==> src/rtl/serial_adder.sv <==
// serial_adder: bit-serial adder, LSB first, one bit per clock.
// Each bit is added by a full adder built from two half_adder cells and an OR;
// a carry flop links successive bits. Operands and results use valid/ready.
// Optional signed-overflow output is enabled by defining SERIAL_ADD_OVF_EN.

module half_adder (
   input  logic a,
   input  logic b,
   output logic sum,
   output logic carry
);

   assign sum   = a ^ b;
   assign carry = a & b;

endmodule

module serial_adder #(
   parameter int unsigned WIDTH = 8
) (
   input  logic             clk,
   input  logic             rst_n,
   input  logic             in_valid,
   output logic             in_ready,
   input  logic [WIDTH-1:0] a,
   input  logic [WIDTH-1:0] b,
   input  logic             cin,
   output logic             out_valid,
   input  logic             out_ready,
   output logic [WIDTH-1:0] sum,
   output logic             cout,
   output logic             busy
`ifdef SERIAL_ADD_OVF_EN
   ,
   output logic             ovf
`endif
);

   localparam int unsigned CW = $clog2(WIDTH);

   typedef enum logic [1:0] {IDLE, RUN, DONE} state_t;

   state_t           state;
   state_t           state_next;

   logic [WIDTH-1:0] a_sh;
   logic [WIDTH-1:0] b_sh;
   // Holds the WIDTH-1 result bits produced so far; the final bit is
   // appended directly when the result register loads.
   logic [WIDTH-2:0] s_sh;
   logic             c;
   logic [CW-1:0]    cnt;

   logic             accept;
   logic             last;
   logic             p;
   logic             g;
   logic             s;
   logic             t;
   logic             c_next;
   logic [WIDTH-1:0] sum_next;

   // Per-bit full adder: two half adders plus an OR.
   half_adder u_ha0 (
      .a     (a_sh[0]),
      .b     (b_sh[0]),
      .sum   (p),
      .carry (g)
   );

   half_adder u_ha1 (
      .a     (p),
      .b     (c),
      .sum   (s),
      .carry (t)
   );

   assign c_next   = g | t;
   assign sum_next = {s, s_sh};
   assign accept   = in_valid && in_ready;
   assign last     = (state == RUN) && (cnt == CW'(WIDTH - 1));

   // State register.
   always_ff @(posedge clk or negedge rst_n) begin
      if (!rst_n) begin
         state <= IDLE;
      end else begin
         state <= state_next;
      end
   end

   // Next-state logic.
   always_comb begin
      state_next = state;
      unique case (state)
         IDLE: if (in_valid)  state_next = RUN;
         RUN:  if (last)      state_next = DONE;
         DONE: if (out_ready) state_next = IDLE;
         default:             state_next = IDLE;
      endcase
   end

   // Handshake and status outputs decoded from state.
   always_comb begin
      in_ready  = (state == IDLE);
      out_valid = (state == DONE);
      busy      = (state != IDLE);
   end

   // Operand shift registers, carry flop and bit counter.
   always_ff @(posedge clk or negedge rst_n) begin
      if (!rst_n) begin
         a_sh <= '0;
         b_sh <= '0;
         s_sh <= '0;
         c    <= 1'b0;
         cnt  <= '0;
      end else if (accept) begin
         a_sh <= a;
         b_sh <= b;
         c    <= cin;
         cnt  <= '0;
      end else if (state == RUN) begin
         a_sh <= {1'b0, a_sh[WIDTH-1:1]};
         b_sh <= {1'b0, b_sh[WIDTH-1:1]};
         s_sh <= sum_next[WIDTH-1:1];
         c    <= c_next;
         cnt  <= cnt + CW'(1);
      end
   end

   // Result registers load only on the final RUN cycle, so shifting is never visible.
   always_ff @(posedge clk or negedge rst_n) begin
      if (!rst_n) begin
         sum  <= '0;
         cout <= 1'b0;
`ifdef SERIAL_ADD_OVF_EN
         ovf  <= 1'b0;
`endif
      end else if (last) begin
         sum  <= sum_next;
         cout <= c_next;
`ifdef SERIAL_ADD_OVF_EN
         // c is the carry into the MSB on this cycle.
         ovf  <= c ^ c_next;
`endif
      end
   end

endmodule
==> config.mk <==
export PLATFORM = sky130hd
export DESIGN_NAME = serial_adder
export DESIGN_NICKNAME = d
export VERILOG_FILES = /design/src/rtl/serial_adder.sv
export SDC_FILE = /design/constraint.sdc
export NUM_CORES = 1
export LEC_CHECK = 0
export BUFFER_PORTS_ARGS = -buffer_cell sky130_fd_sc_hd__buf_2
export CAP_MARGIN = 20
export CORE_MARGIN = 4
export CORE_UTILIZATION = 50
export CTS_BUF_LIST = sky130_fd_sc_hd__clkbuf_4
export CTS_CLUSTER_SIZE = 20
export DETAILED_ROUTE_END_ITERATION = 12
export PLACE_DENSITY = 0.81
export SETUP_SLACK_MARGIN = 0.1
export SLEW_MARGIN = 20
export SYNTH_ARGS = -nofsm -noshare
export SYNTH_HDL_FRONTEND = slang
export SYNTH_SLANG_ARGS = --single-unit
==> constraint.sdc <==
create_clock -name clk -period 3.9 [get_ports clk]
set_clock_uncertainty 0.1 [all_clocks]
set_input_delay 0.39 -clock clk [delete_from_list [all_inputs] [get_ports clk]]
set_output_delay 0.39 -clock clk [all_outputs]
set_load 0.05 [all_outputs]
==> run_results.csv, run 1 <==
group,metric,value,unit
power,peakVddDrop,0.462,mV
sta,rsz0062_at_grt,"false",
sta,fin_crit_sh,53.1,%
outcome,status,"complete, no violations",
routing,first_iter_violations,56,
sta,max_freq,0.483,GHz
power,p_per_area,846,nW/um^2
clock_tree,cts_root_buf,"clkbuf_4",
yosys,ys_seq_area_share,58.1,%
die,die_x,65.2,um
clock_tree,cts_tree,"done",
flow_run,drv_cap,0,
power,seq_power_share,44.4,%
yosys,ys_seq_elements,38,
critical_path,arrival,1.58,ns
yosys,synthesis.nets,172,
critical_path,crit_type,"flop to primary output",
global_route,antenna_found_initial,0,
routing,routed_wire_length_per_instance,14.6,um
clock_tree,htree_levels,2,
power,comb_power_share,43.3,%
finish,fin_cells,222,
yosys,yosys_warnings,0,
global_route,track_usage,16.1,%
power,power.total,1.57,mW
place,dp.cells,214,
yosys,synthCells,148,
die,coreArea,3100,um^2
clock_tree,cts_sinks,38,
yosys,synth_area_per_cell,11.0,um^2
die,start_util,52.7,%
critical_path,worst_setup_path_end_kind,"primary output",
worst_hold_path,hold_path_class,"input pin to async pin",
clock_tree,postCtsHoldBufs,0,
sta,finalCriticalPeriod,2.07,ns
finish,n_antenna_cell,0,
yosys,synth_enable_flop_cells,0,
routing,drt-pass1-iter-count,4,
global_route,use_met1,20.8,%
finish,syn_to_final_growth,13.4,%
sta,hold_violations,0,
global_route,gr-total-overflow,0,
yosys,synthDistinctLibCells,21,
global_route,grt.met2_usage,26.7,%
power,internal_power,885,uW
sta,setup_viol,0,
die,die_area,4250,um^2
finish,fin_nets,201,
die,die_h,65.2,um
sta,tns,0,ns
global_route,grtUsageMet3,5.30,%
sta,slew_headroom,45.7,%
place,portBuffers,32,
critical_path,start_kind,"flop",
global_route,grt_pass1_vias,1217,
critical_path,required,3.41,ns
clock_tree,post_cts_buffers,0,
die,core.rowCount,20,
clock_tree,worstSkewPairLatency,0.33,ns
finish,multi_input_area,623,um^2
place,place_congestion,0.814,
power,p_switching,685,uW
place,dpl.hpwl,2280,um
routing,vias,1223,
yosys,netlist_area,1640,um^2
yosys,synthFlopType,"dfrtp_1",
finish,final_util,59.8,%
finish,drive_gt1_share,24.2,%
global_route,grt_pass1_wl,5290,um
routing,routed_via_density,5.51,
power,swShare,43.6,%
finish,seqCellArea,951,um^2
critical_path,crit_fanout,15,
clock_tree,numCtsBuffers,5,
die,io_pins,33,
sta,hold_slack,0.0371,ns
routing,drc,0,
sta,drv_slew,0,
clock_tree,clkTransAtPathRegs,0.11,ns
power,p_leak,0.887,nW
clock_tree,clockBufferDepth,2,
clock_tree,post_cts_resized,0,
routing,wirelength,3230,um
sta,tightest_slew,0.814,ns
finish,fillCellCount,303,
routing,ant_nets,0,
global_route,grt_max_degree,39,
global_route,grt_busiest_layer,"met2",
yosys,async_flop_share,100,%
power,p_clk_share,12.3,%
worst max-delay path, stage by stage, from the launching register on:
cell     delay, ns
dfrtp_1       0.53
inv_1         0.29
nor2_1        0.16
buf_2         0.28
registers in the layout, summed over array words and instances (netlist names):
name,cells
s_sh,7
c,1
a_sh,8
cout,1
cnt,3
sum,8
b_sh,8
state,2
cell families (layout without fill, tap and decap cells):
group | Yosys count | in the layout | synth area share [%]
buffers and inverters | 13 | 43 | 3.75
and+or+nand+nor | 37 | 37 | 10.6
AOI/OAI and AO/OA | 48 | 48 | 18.6
adders and majority gates | 3 | 3 | 2.75
DFF | 38 | 38 | 58.1
muxes | 9 | 9 | 6.20
metrics by stage:
step,instance area (um^2),setup WS (ns)
finish,1850,1.83
global route,1850,1.66
CTS,1850,1.80
detailed placement,1800,1.90
global placement,1800,2.04
floorplan,1640,1.62
power groups by stage:
stage	clock [mW]	combinational [mW]	sequential [mW]
floorplan	0	0.431	0.802
global placement	0	0.657	0.697
detailed placement	0	0.686	0.708
CTS	0.203	0.687	0.699
global route	0.220	0.741	0.721
finish	0.193	0.679	0.697
cells in the mapped netlist, types with 2 or more instances:
| cell type | instances | area share, % |
|---|---|---|
| nand2_1 | 23 | 5.3 |
| nor2_1 | 4 | 0.92 |
| nor2b_1 | 2 | 0.76 |
| a21oi_1 | 11 | 3.4 |
| inv_1 | 3 | 0.69 |
| mux2_1 | 9 | 6.2 |
| dfrtp_1 | 38 | 58 |
| nand3b_1 | 3 | 1.4 |
| buf_2 | 7 | 2.1 |
| ha_1 | 2 | 1.5 |
| o22ai_1 | 22 | 8.4 |
| clkbuf_1 | 2 | 0.46 |
| o221a_2 | 3 | 2.1 |
| a22o_1 | 2 | 1.1 |
| a2bb2oi_1 | 2 | 1.1 |
| nand2b_1 | 4 | 1.5 |
| o21ai_0 | 7 | 2.1 |
worst paths after layout:
path	start	end	slack, ns	cells past startpoint
hold / removal	rst_n	sum[1]	0.04	1
min in group clk	out_ready	state[1]	0.12	2
hold reg to reg	s_sh[0]	s_sh[0]	0.38	2
setup reg to reg	state[0]	sum[6]	1.94	3
max in group asynchronous	rst_n	s_sh[6]	3.15	1
setup / recovery	state[1]	out_valid	1.83	3
layout make-up:
type                       instances  share of cell area [%]
multi-input combinational         97                    33.6
clock inverter                     2                   0.472
inverter                           3                   0.607
timing repair buffer              32                    8.64
tap                               44                    2.97
sequential                        38                    51.3
clock buffer                       6                    2.43
per-layer routing:
layer	vias up	part of all wire (%)
li1	589	-
met1	597	48
met2	35	47
met3	2	5.3
met4	0	0.56
met5	-	0
layout by cell type, fill, tap and decap left out, types with 3 or more instances in the layout:
cell type	synthesis	layout
nand2b_1	4	4
o21ai_0	7	7
buf_2	7	32
nor2_1	4	4
dfrtp_1	38	38
o22ai_1	22	22
o221a_2	3	3
inv_1	3	3
nand2_1	23	23
mux2_1	9	9
nand3b_1	3	3
clkbuf_4	0	6
a21oi_1	11	11
(Power assumes the default switching activity.)
==> run 2, diff against run 1 <==
--- a/config.mk
+++ b/config.mk
@@ -5,6 +5,7 @@
 export SDC_FILE = /design/constraint.sdc
 export NUM_CORES = 1
 export LEC_CHECK = 0
+export ABC_AREA = 1
 export BUFFER_PORTS_ARGS = -buffer_cell sky130_fd_sc_hd__buf_2
 export CAP_MARGIN = 20
 export CORE_MARGIN = 4
@@ -12,7 +13,7 @@
 export CTS_BUF_LIST = sky130_fd_sc_hd__clkbuf_4
 export CTS_CLUSTER_SIZE = 20
 export DETAILED_ROUTE_END_ITERATION = 12
-export PLACE_DENSITY = 0.81
+export PLACE_DENSITY = 0.84
 export SETUP_SLACK_MARGIN = 0.1
 export SLEW_MARGIN = 20
 export SYNTH_ARGS = -nofsm -noshare
==> constraint.sdc (replaced) <==
create_clock -name clk -period 1.7 [get_ports clk]
set_clock_uncertainty 0.1 [all_clocks]
set_input_delay 0.17 -clock clk [delete_from_list [all_inputs] [get_ports clk]]
set_output_delay 0.17 -clock clk [all_outputs]
set_load 0.05 [all_outputs]
==> run 2 against run 1 <==
Routed wire length grew 1.3%. Die area fell by 0.67%. Worst hold slack worse by 0.012 ns. Synthesized cell count rose by 23%. Clock-buffer cell count is the same. Via count grew 10%. Critical endpoint is now busy. Highest routed layer unchanged.
==> run_results.csv, run 2 <==
group,metric,value,unit
yosys,yosysMostFrequentCell,"nand2_1",
yosys,yosys.area.top_type_share,58.6,%
place,place_congestion,0.748,
sta,tightest_slew,0.467,ns
clock_tree,numCtsBuffers,5,
clock_tree,clockBufferDepth,2,
global_route,gr-total-overflow,0,
die,die_h,65.0,um
power,power.total,3.46,mW
sta,setup_viol,0,
power,p_switching,1.53,mW
critical_path,arrival,1.28,ns
finish,final_cell_mix,"78 x nand2_1, 36 x dfrtp_1, 32 x nand3_1",
yosys,synthCells,182,
sta,tns,0,ns
clock_tree,cts_sinks,38,
yosys,synth_area_per_cell,8.92,um^2
global_route,antenna_found_initial,0,
worst_hold_path,min_delay_path_depth,3,
yosys,synth_top_area_cell,"dfrtp_1",
global_route,track_usage,17.7,%
routing,first_iter_violations,44,
finish,fin_cells,281,
power,p_per_area,1670,nW/um^2
clock_tree,post_cts_buffers,0,
power,comb_power_share,43.9,%
die,start_util,52.7,%
sta,hold_violations,0,
place,dpl.hpwl,2050,um
yosys,synthFlopType,"dfrtp_1",
routing,wirelength,3270,um
clock_tree,worstSkewPairLatency,0.34,ns
sta,max_freq,0.647,GHz
routing,drt-pass1-iter-count,4,
routing,drc,0,
yosys,synthDistinctLibCells,15,
global_route,grt_max_degree,39,
critical_path,reg2reg_depth,6,
yosys,ys_seq_elements,38,
routing,ant_nets,0,
place,portBuffers,32,
worst_hold_path,hold_path_class,"input pin to flop",
critical_path,reg2reg_slack,0.35,ns
power,peakVddDrop,0.849,mV
routing,vias,1350,
power,seq_power_share,43.0,%
critical_path,worst_setup_path_end_kind,"primary output",
sta,fin_crit_sh,90.9,%
finish,reg_top3,"a_sh (8), b_sh (8), sum (8)",
sta,rsz0062_at_grt,"true",
yosys,synth_enable_flop_cells,0,
flow_run,drv_cap,0,
place,dp_slack,0.266,ns
die,core.rowCount,20,
place,placed_area,1820,um^2
critical_path,required,1.43,ns
finish,fin_nets,260,
finish,fin_area,2070,um^2
finish,syn_to_final_growth,27.7,%
power,p_leak,1.08,nW
finish,n_antenna_cell,0,
global_route,grt_pass1_vias,1375,
sta,drv_slew,0,
power,internal_power,1.93,mW
yosys,netlist_area,1620,um^2
finish,fillCellCount,272,
yosys,synthTopCellsByCount,"78 x nand2_1, 38 x dfrtp_1, 32 x nand3_1, 8 x o21ai_0",
power,swShare,44.4,%
critical_path,crit_type,"flop to primary output",
yosys,synthesis.nets,206,
outcome,status,"complete, no violations",
sta,slew_headroom,68.9,%
clock_tree,cts_root_buf,"clkbuf_4",
die,die_x,65.0,um
critical_path,start_kind,"flop",
power,p_clk_share,13.1,%
yosys,async_flop_share,100,%
sta,worst_slack,0.155,ns
finish,final_common_cell,"nand2_1",
yosys,ys_seq_area_share,58.6,%
global_route,grt_pass1_wl,5750,um
yosys,netlist_top_cells_area,"dfrtp_1 59%, nand2_1 18%, nand3_1 9.9%, o21ai_0 2.5%, buf_2 1.9%",
clock_tree,clkTransAtPathRegs,0.11,ns
die,io_pins,33,
routing,routed_via_density,4.80,
critical_path,crit_fanout,8,
place,dp.cells,255,
routing,routed_wire_length_per_instance,11.7,um
clock_tree,cts_tree,"done",
sta,finalCriticalPeriod,1.55,ns
yosys,yosys_warnings,0,
finish,drive_gt1_share,21.9,%
die,coreArea,3080,um^2
die,die_area,4220,um^2
clock_tree,htree_levels,2,
-- run 2: changes by cell type in the layout (fill, tap and decap cells not counted), sizes merged, moves of 3 or more --
cell         change
a21oi           -11
nand2b           -4
dlygate4sd3     +18
nand3           +32
mux2             -9
o221a            -3
inv              +4
nand2           +56
nand3b           -3
o22ai           -22
buf              +4
-- run 2: metal layers --
metal	wire length (um)	track usage, %	vias to the layer above
li1	-	-	686
met3	182	5.37	6
met2	1580	31.2	34
met1	1460	20.4	624
met5	0	0	-
met4	51	5.54	0
-- run 2: power by group through the flow --
stage | combinational [mW] | clock, mW | sequential (mW)
2_1_floorplan | 0.862 | 0 | 1.77
4_1_cts | 1.53 | 0.473 | 1.49
3_3_place_gp | 1.43 | 0 | 1.48
6_report | 1.52 | 0.454 | 1.49
3_5_place_dp | 1.48 | 0 | 1.50
5_1_grt | 1.70 | 0.515 | 1.54
-- run 2: cell type report --
type	count	area (um^2)	share of cell area, %
tap	44	55.1	2.66
sequential	38	953	46.0
timing repair buffer	55	383	18.5
inverter	7	26.3	1.27
clock inverter	2	8.76	0.423
clock buffer	6	45.0	2.17
multi-input combinational	129	601	29.0
-- run 2: repair_timing --
item | 4_1_cts | 5_1_grt
endpoints found under the setup margin | 2 | 3
endpoints found under the hold margin | 55 | 0
pin swaps | 0 | 1
resized for setup | 3 | 3
hold buffers | 18 | 0
-- run 2: path summary, 6_finish.rpt --
path | from | to
setup / recovery | state[1] | busy
hold / removal | a[3] | a_sh[3]
setup reg to reg | cnt[0] | sum[3]
hold reg to reg | s_sh[2] | sum[2]
max in group asynchronous | rst_n | state[1]
min in group asynchronous | rst_n | sum[1]
-- run 2: cell families (layout without fill, tap and decap cells) --
logic type | count (synthesis) | after routing | synth area share, %
adder cells (fa/ha/maj) | 3 | 3 | 2.78
AND/OR/NAND/NOR | 116 | 116 | 30.5
AO/OA/AOI/OAI | 10 | 10 | 3.24
flip-flops | 38 | 38 | 58.6
buffers and inverters | 15 | 70 | 4.86
-- run 2: per-stage QoR --
step / util, % / hold WS, ns
after floorplan: - / -0.226
after global placement: 59.2 / 0.138
after detailed placement: 59.2 / 0.138
after CTS: 67.2 / 0.0215
after global routing: 67.3 / 0.0101
final: 67.3 / 0.0256
-- run 2: worst max-delay path: stages (launching register included) --
cell and delay, ns:
dfrtp_2 0.46, nor2_4 0.20, inv_1 0.06, buf_2 0.21
==> run 3, diff against run 2 <==
--- a/config.mk
+++ b/config.mk
@@ -14,6 +14,7 @@
 export CTS_CLUSTER_SIZE = 20
 export DETAILED_ROUTE_END_ITERATION = 12
 export PLACE_DENSITY = 0.84
+export REMOVE_ABC_BUFFERS = 1
 export SETUP_SLACK_MARGIN = 0.1
 export SLEW_MARGIN = 20
 export SYNTH_ARGS = -nofsm -noshare
==> run 3 against run 2 <==
Routed wire length increased by 5.2%. Sequential power about the same. Worst setup slack got worse by 0.0036 ns. Flip-flop and latch count unchanged. Clock-buffer cell count increased by 1. Critical endpoint unchanged. Largest power group unchanged.
==> run_results.csv, run 3 (synthesized netlist as in run 2, its figures left out) <==
group,metric,value,unit
outcome,status,"complete, no violations",
flow_run,drv_cap,0,
routing,first_iter_violations,68,
routing,vias,1429,
critical_path,arrival,1.28,ns
clock_tree,clockBufferDepth,2,
clock_tree,htree_levels,2,
place,placed_area,1830,um^2
critical_path,worst_setup_path_end_kind,"primary output",
power,p_clk_share,13.2,%
sta,drv_slew,0,
critical_path,path_depth,4,
place,portBuffers,32,
critical_path,crit_chain,"nor2_4 -> buf_6 -> inv_1 -> buf_4",
sta,slew_headroom,71.1,%
clock_tree,numCtsBuffers,5,
critical_path,cp_top_family,"flip-flops",
finish,drive_gt1_share,21.8,%
finish,final_cell_mix,"78 x nand2_1, 38 x dfrtp_1, 32 x nand3_1",
finish,final_util,68.5,%
place,dpl.hpwl,2120,um
place,place_congestion,0.763,
routing,routed_wire_length_per_instance,12.2,um
die,die_area,4220,um^2
critical_path,reg2reg_slack,0.24,ns
routing,wirelength,3440,um
sta,tns,0,ns
critical_path,crit_type,"flop to primary output",
global_route,grt_max_degree,22,
power,comb_power_share,44.9,%
die,die_x,65.0,um
worst_hold_path,hold_path_class,"input pin to flop",
power,peakVddDrop,0.919,mV
power,p_switching,1.54,mW
power,power.total,3.51,mW
global_route,grt_pass1_wl,5940,um
clock_tree,worstSkewPairLatency,0.34,ns
critical_path,crit_fanout,10,
finish,fin_area,2110,um^2
die,die_h,65.0,um
global_route,antenna_found_initial,0,
finish,fin_nets,263,
critical_path,start_kind,"flop",
die,start_util,52.7,%
sta,setup_viol,0,
routing,drc,0,
power,swShare,43.8,%
clock_tree,cts_root_buf,"clkbuf_4",
sta,finalCriticalPeriod,1.55,ns
die,io_pins,33,
routing,routed_via_density,5.05,
critical_path,cp-startpoint,"state[1]",
die,core.rowCount,20,
clock_tree,cts_tree,"done",
routing,ant_nets,0,
global_route,track_usage,18.8,%
sta,tightest_slew,0.434,ns
critical_path,cp.buffers_inverters,3,
sta,fin_crit_sh,91.1,%
clock_tree,clkTransAtPathRegs,0.11,ns
critical_path,timing.rr.start,"state[1]",
critical_path,required,1.43,ns
global_route,grt_pass1_vias,1332,
critical_path,cp_slowest_cell,"dfrtp_1",
finish,syn_to_final_growth,30.0,%
power,p_leak,1.11,nW
sta,hold_violations,0,
sta,max_freq,0.646,GHz
finish,final_common_cell,"nand2_1",
critical_path,reg2reg_depth,5,
critical_path,reg2reg_to,"b_sh[5]",
critical_path,slowest_delay,0.44,ns
routing,drt-pass1-iter-count,4,
global_route,gr-total-overflow,0,
sta,rsz0062_at_grt,"true",
finish,n_antenna_cell,0,
die,coreArea,3080,um^2
power,internal_power,1.97,mW
critical_path,crit_end,"busy",
power,p_per_area,1670,nW/um^2
power,seq_power_share,41.9,%
clock_tree,cts_sinks,38,
finish,reg_top3,"a_sh (8), b_sh (8), sum (8)",
run 3: cell count changes in the layout (fill, tap and decap cells not counted):
cell / previous run / this run
dfrtp_1: 36 / 38
dfrtp_2: 2 / 0
buf_12: 0 / 1
buf_4: 6 / 7
buf_6: 0 / 1
clkinv_1: 1 / 0
clkinv_2: 1 / 0
dlygate4sd3_1: 18 / 19
run 3: cell type report:
class	instances	area (um^2)
fill	240	968
sequential	38	951
multi-input combinational	129	601
timing repair buffer	58	424
tap	44	55.1
clock buffer	7	52.6
inverter	7	26.3
run 3: repair_timing:
action,in CTS,in global routing
buffers inserted,2,0
hold endpoints to repair,56,0
gates resized for setup,3,5
hold buffers,19,0
cloned,1,0
setup endpoints to repair,2,3
run 3: per-layer routing:
metal  routed length, um  global-route usage, %  vias up  share of wire [%]
met5                   0                      0        -                  0
met4                  87                   8.44        0                2.5
met3                 215                   6.76       11                6.2
met2                1630                   28.7       55                 47
met1                1510                   23.8      661                 44
li1                    -                      -      702                  -
run 3: stage by stage:
stage | setup slack (ns) | hold WS [ns] | instances
floorplan | -0.822 | -0.226 | 174
global placement | 0.366 | 0.0332 | 254
detailed placement | 0.360 | 0.0354 | 254
CTS | 0.122 | 0.131 | 283
global route | 0.0825 | 0.155 | 283
finish | 0.151 | 0.145 | 283
run 3: how the worst min path moves through the flow:
stage,from,endpoint,cells after the start
floorplan,rst_n,a_sh[0],0
global placement,rst_n,a_sh[5],1
detailed placement,rst_n,a_sh[5],1
CTS,in_valid,a_sh[7],3
global route,in_valid,a_sh[7],3
finish,in_valid,b_sh[7],3
run 3: tightest hold or removal path: stages:
cell and delay, ns:
buf_2 0.21, nand3_1 0.12, nand2_1 0.05
run 3: power by group through the flow:
stage               clock, mW  sequential, mW  combinational [mW]
finish                  0.464            1.47                1.58
global route            0.519            1.52                1.74
CTS                     0.477            1.47                1.57
detailed placement          0            1.50                1.46
global placement            0            1.48                1.43
floorplan                   0            1.77               0.774
